$ cat config.mk
export PLATFORM = sky130hd
export DESIGN_NAME = gpio_pad_ctrl
export DESIGN_NICKNAME = d
export VERILOG_FILES = /design/src/rtl/gpio_pkg.sv /design/src/rtl/gpio_sync_edge.sv /design/src/rtl/gpio_pad_ctrl.sv
export SDC_FILE = /design/constraint.sdc
export NUM_CORES = 1
export LEC_CHECK = 0
export BUFFER_PORTS_ARGS = -buffer_cell sky130_fd_sc_hd__buf_2
export CORE_ASPECT_RATIO = 1.25
export CORE_UTILIZATION = 25
export DETAILED_ROUTE_END_ITERATION = 10
export HOLD_SLACK_MARGIN = 0.03
export PLACE_DENSITY = 0.41
export REMOVE_ABC_BUFFERS = 1
export SLEW_MARGIN = 20
export SYNTH_ARGS = -nofsm -noshare
export SYNTH_HDL_FRONTEND = slang
export SYNTH_SLANG_ARGS = --single-unit
$ cat constraint.sdc
create_clock -name clk -period 5.6 [get_ports clk]
set_input_delay 1.12 -clock clk [delete_from_list [all_inputs] [get_ports clk]]
set_output_delay 1.12 -clock clk [all_outputs]
set_load 0.05 [all_outputs]
$ cat src/rtl/gpio_pkg.sv
// gpio_pkg: register map, reserved-read value and bus helpers
// shared by the GPIO pad controller files.
package gpio_pkg;

    localparam logic [2:0] ADDR_OUT  = 3'd0;
    localparam logic [2:0] ADDR_OE   = 3'd1;
    localparam logic [2:0] ADDR_PU   = 3'd2;
    localparam logic [2:0] ADDR_PD   = 3'd3;
    localparam logic [2:0] ADDR_IN   = 3'd4;
    localparam logic [2:0] ADDR_IEN  = 3'd5;
    localparam logic [2:0] ADDR_IST  = 3'd6;
    localparam logic [2:0] ADDR_RSVD = 3'd7;

    localparam logic [31:0] RSVD_RDATA = 32'h0000_0000;

    // Expand byte strobes into a 32-bit bit mask.
    function automatic logic [31:0] byte_mask(input logic [3:0] strb);
        return {{8{strb[3]}}, {8{strb[2]}}, {8{strb[1]}}, {8{strb[0]}}};
    endfunction

endpackage

$ cat src/rtl/gpio_sync_edge.sv
// gpio_sync_edge: one pad input bit through a 2-flop synchronizer
// plus a third flop for rising-edge detection.
module gpio_sync_edge
    import gpio_pkg::*;
(
    input  logic clk,
    input  logic reset,
    input  logic arm,
    input  logic y,
    output logic level,
    output logic rise
);

    logic s1;
    logic s2;
    logic s3;

    // Sync chain; the if() form turns an unknown pad value into 0.
    always_ff @(posedge clk or posedge reset) begin
        if (reset) begin
            s1 <= 1'b0;
            s2 <= 1'b0;
            s3 <= 1'b0;
        end else begin
            if (y) begin
                s1 <= 1'b1;
            end else begin
                s1 <= 1'b0;
            end
            s2 <= s1;
            s3 <= s2;
        end
    end

    assign level = s2;
    // arm stays low until s3 holds a real post-reset sample,
    // so a pad already high at reset release is not an edge.
    assign rise  = arm & s2 & ~s3;

endmodule

$ cat src/rtl/gpio_pad_ctrl.sv
// gpio_pad_ctrl: memory-mapped control of WIDTH bidirectional
// pull-up/pull-down pads with rising-edge interrupts.
module gpio_pad_ctrl
    import gpio_pkg::*;
#(
    parameter int unsigned WIDTH = 16
) (
    input  logic             clk,
    input  logic             reset,
    input  logic             iomem_valid,
    output logic             iomem_ready,
    input  logic [3:0]       iomem_wstrb,
    input  logic [2:0]       iomem_addr,
    input  logic [31:0]      iomem_wdata,
    output logic [31:0]      iomem_rdata,
    output logic [WIDTH-1:0] pad_a,
    output logic [WIDTH-1:0] pad_en_n,
    output logic [WIDTH-1:0] pad_puen,
    output logic [WIDTH-1:0] pad_pden,
    input  logic [WIDTH-1:0] pad_y,
    output logic             irq
);

    logic [WIDTH-1:0] out_q;
    logic [WIDTH-1:0] oe_q;
    logic [WIDTH-1:0] pu_q;
    logic [WIDTH-1:0] pd_q;
    logic [WIDTH-1:0] ien_q;
    logic [WIDTH-1:0] ist_q;
    logic [WIDTH-1:0] in_v;
    logic [WIDTH-1:0] rise_v;
    logic [WIDTH-1:0] wm;
    logic [WIDTH-1:0] wd;
    logic [WIDTH-1:0] clr;
    logic [31:0]      bmask;
    logic [31:0]      rd_word;
    logic [2:0]       arm_q;
    logic             ready_q;
    logic             irq_q;
    logic             wr;
    logic             unused_ok;

    assign bmask = byte_mask(iomem_wstrb);
    assign wm    = bmask[WIDTH-1:0];
    assign wd    = iomem_wdata[WIDTH-1:0];
    assign wr    = ready_q & iomem_valid & (|iomem_wstrb);
    assign clr   = (wr && iomem_addr == ADDR_IST) ? (wd & wm) : '0;

    assign unused_ok = ^{iomem_wdata, bmask};

    // One-cycle acknowledge; never asserted two cycles in a row.
    always_ff @(posedge clk or posedge reset) begin
        if (reset) begin
            ready_q <= 1'b0;
        end else begin
            ready_q <= iomem_valid & ~ready_q;
        end
    end

    // Byte-lane writes to the read/write control registers.
    always_ff @(posedge clk or posedge reset) begin
        if (reset) begin
            out_q <= '0;
            oe_q  <= '0;
            pu_q  <= '0;
            pd_q  <= '0;
            ien_q <= '0;
        end else if (wr) begin
            unique case (iomem_addr)
                ADDR_OUT: out_q <= (out_q & ~wm) | (wd & wm);
                ADDR_OE:  oe_q  <= (oe_q  & ~wm) | (wd & wm);
                ADDR_PU:  pu_q  <= (pu_q  & ~wm) | (wd & wm);
                ADDR_PD:  pd_q  <= (pd_q  & ~wm) | (wd & wm);
                ADDR_IEN: ien_q <= (ien_q & ~wm) | (wd & wm);
                default: ;
            endcase
        end
    end

    // Arm edge detection three cycles after reset release.
    always_ff @(posedge clk or posedge reset) begin
        if (reset) begin
            arm_q <= '0;
        end else begin
            arm_q <= {arm_q[1:0], 1'b1};
        end
    end

    for (genvar i = 0; i < WIDTH; i++) begin : g_bit
        gpio_sync_edge u_se (
            .clk   (clk),
            .reset (reset),
            .arm   (arm_q[2]),
            .y     (pad_y[i]),
            .level (in_v[i]),
            .rise  (rise_v[i])
        );
    end

    // Sticky status: a new edge beats a same-cycle write-one-clear.
    always_ff @(posedge clk or posedge reset) begin
        if (reset) begin
            ist_q <= '0;
        end else begin
            ist_q <= (ist_q & ~clr) | rise_v;
        end
    end

    // Registered level interrupt from enabled status bits.
    always_ff @(posedge clk or posedge reset) begin
        if (reset) begin
            irq_q <= 1'b0;
        end else begin
            irq_q <= |(ist_q & ien_q);
        end
    end

    // Read mux; unused upper bits stay 0.
    always_comb begin
        rd_word = '0;
        unique case (iomem_addr)
            ADDR_OUT: rd_word[WIDTH-1:0] = out_q;
            ADDR_OE:  rd_word[WIDTH-1:0] = oe_q;
            ADDR_PU:  rd_word[WIDTH-1:0] = pu_q;
            ADDR_PD:  rd_word[WIDTH-1:0] = pd_q;
            ADDR_IN:  rd_word[WIDTH-1:0] = in_v;
            ADDR_IEN: rd_word[WIDTH-1:0] = ien_q;
            ADDR_IST: rd_word[WIDTH-1:0] = ist_q;
            default:  rd_word = RSVD_RDATA;
        endcase
    end

    assign iomem_ready = ready_q;
    assign iomem_rdata = ready_q ? rd_word : '0;
    assign irq         = irq_q;

    assign pad_a    = out_q;
    assign pad_en_n = ~oe_q;
    assign pad_puen = pu_q;
    assign pad_pden = pd_q & ~pu_q;

endmodule

==> flow_metrics.py <==
metrics = {
    "outcome": {
        "status": "finished, final reports clean",
    },
    "yosys": {
        "ys_ff_latch": 149,
        "synth_area_leaders": "dfrtp_1 (58%), mux2_2 (19%), a32oi_1 (4.1%)",
        "syn_avg_cell_area_um2": 13.1,
        "netlist_area_mm2": 0.00640,
        "synth.top_cell.area_share": 0.582,
        "yosysUniqueCellTypes": 33,
        "syn_inst": 488,
        "synth_top_cell_by_area": "dfrtp_1",
        "synth-seq-area-share": 0.582,
        "yosys_warnings": 0,
    },
    "route": {
        "routedWlPerCell_um": 19.7,
        "first_pass_iters": 5,
        "highest_layer": "met4",
        "viasPerCell": 4.62,
        "met2_wirelength_um": 9620,
        "wl_met1_um": 8180,
        "drc": 0,
        "drt-total-wl_um": 19000,
        "drtIter0Drc": 232,
        "wl_met3_um": 777,
        "vias": 4443,
        "ant_nets": 0,
    },
    "worst_setup_path": {
        "worst_ep_required_time_ns": 4.48,
        "r2r_slack_ns": 3.44,
        "r2r-start": "iomem_ready$_DFF_PP0_",
        "crit_arrival_ns": 3.10,
        "end_kind": "output pin",
        "ff2ff_path_depth": 4,
        "path_max_fanout": 26,
        "worstSetupPathType": "in -> out",
        "worstSetupStartpointType": "primary input",
    },
    "sta": {
        "whs_ns": 0.347,
        "fin_skew_ns": 0.0101,
        "final.setup.worst_slack_ns": 1.38,
        "min_period_over_period": 0.753,
        "slew_violations": 0,
        "setup_viol": 0,
        "clock.fmax_mhz": 237,
        "fin_tns_setup_ns": 0,
        "final-hold-violation-count": 0,
        "worst_slew_pin_slew_ns": 0.993,
        "rsz0062_at_grt": "no",
        "slew_headroom": 0.338,
        "min_period_ns": 4.22,
    },
    "die": {
        "initial_core_util": 0.254,
        "rows": 65,
        "coreArea_mm2": 0.0252,
        "dieArea_mm2": 0.0263,
        "io_pins": 156,
        "die_width_um": 145,
        "die_h_um": 181,
    },
    "hold_path": {
        "hold_class": "reg -> reg",
        "worstHoldStart": "arm_q[1]$_DFF_PP0_",
        "hold_path_depth": 0,
        "worstHoldEndpoint": "arm_q[2]$_DFF_PP0_",
    },
    "clock_network": {
        "postCtsSetupBuffers": 0,
        "numClockSinks": 149,
        "clk_pin_slew_ns": 0.06,
        "cts_buffers": 17,
        "max-clock-path-buffers": 2,
        "ctsHoldBuffers": 0,
        "htree_levels": 4,
        "clk_latency_ns": 0.42,
        "post_cts_resized": 0,
        "cts_tree": "built",
        "cts_root_buf": "clkbuf_16",
    },
    "cells_and_area": {
        "antenna_cells": 0,
        "drive_gt1_frac": 0.451,
        "fin_nets": 672,
        "fin_area_mm2": 0.00792,
        "fillerInstances": 2630,
        "area.growth.synth_to_final_pct": 23.8,
    },
    "pwr": {
        "leakage_nw": 3.55,
        "vdd_ir_drop_max_mv": 0.204,
        "power_density_mw_per_mm2": 397,
    },
    "grt": {
        "grt_overflow": 0,
        "antenna_found_initial": 0,
        "grt_max_degree": 109,
        "grt_pass1_wl_um": 29400,
        "grt_pass1_vias": 4752,
        "grt_usage": 0.150,
    },
    "placed_design": {
        "dp_hpwl_um": 12600,
        "placed_cell_area_mm2": 0.00734,
        "gp_congestion": 0.762,
        "post-place-ws_ns": 1.38,
        "port_buffers": 121,
    },
    "run": {
        "maxCapViolations": 0,
    },
}
-- layout make-up --
class / count / area (um^2) / area share
sequential: 149 / 3730 / 0.471
multi-input combinational: 299 / 2450 / 0.309
timing repair buffer: 129 / 666 / 0.0840
clock buffer: 20 / 467 / 0.0589
tap: 335 / 419 / 0.0529
clock inverter: 12 / 120 / 0.0152
inverter: 18 / 72.6 / 0.00916
-- metrics by stage --
step                      instances   util  power, mW
after CTS                       962  0.314       3.18
after floorplan                 466      -       1.83
after detailed placement        930  0.291       2.04
after global placement          930  0.291       2.03
after global routing            962  0.314       3.28
final                           962  0.314       3.14
-- critical path, cell delays in order --
cell and delay [ns]:
buf_2 0.33, nor2b_1 0.23, and2_1 0.62, a22oi_1 0.20, a31oi_1 0.26, buf_2 0.33
-- cell families after synthesis --
kind of cell           Yosys count  share of synthesized area
flip-flops                     149                      0.582
multiplexers                   112                      0.197
AND/OR/NAND/NOR                 98                     0.0842
AO/OA/AOI/OAI                   72                     0.0915
buffers and inverters           55                     0.0438
other                            2                    0.00117
-- placed cells by master, fill, tap and decap left out, types with 4 or more instances in the layout --
cell,n
a221oi_1,4
a22o_1,4
a31oi_1,16
a32oi_1,30
buf_2,121
buf_4,8
clkbuf_16,17
clkinvlp_4,5
conb_1,17
dfrtp_1,149
inv_1,17
inv_6,4
mux2_2,108
nand2_1,52
nor2_4,6
nor2b_1,20
o2bb2ai_1,16
-- report_power, final --
part	switching (mW)	total (mW)	internal (mW)
Combinational	0.508	0.722	0.214
Clock	0.475	1.13	0.654
Sequential	0.0949	1.29	1.20
-- synth_stat cells --
master and instances:
a221oi_1 4, a22o_1 4, a22oi_1 1, a31oi_1 16, a32oi_1 30, and2_1 1, buf_1 1, buf_2 8
buf_4 17, clkbuf_1 11, conb_1 2, dfrtp_1 149, inv_1 18, mux2_1 3, mux2_2 108, mux2i_1 1
nand2_1 52, nand2b_1 1, nand3_1 3, nand3b_1 1, nand4_1 1, nand4b_1 1, nor2_1 2, nor2_2 2
nor2_4 6, nor2b_1 21, nor3_1 1, nor3_4 2, nor3b_2 2, o21ai_0 1, o2bb2ai_1 16, or2_0 1
or2_1 1
-- how the worst max path moves through the flow --
stage	start	end	slack, ns
2_1_floorplan	reset	asynchronous set/reset pin	0.47
3_3_place_gp	iomem_addr[1]	iomem_rdata[15]	1.39
3_5_place_dp	iomem_addr[1]	iomem_rdata[15]	1.38
4_1_cts	iomem_addr[1]	iomem_rdata[15]	1.38
5_1_grt	iomem_addr[1]	iomem_rdata[15]	1.27
6_report	iomem_addr[1]	iomem_rdata[15]	1.38
-- routing by layer --
layer	track usage	vias to the layer above
met3	0.0232	26
met5	0	-
met2	0.262	164
li1	-	1990
met1	0.185	2263
met4	0.0577	0
(Power assumes the default switching activity.)
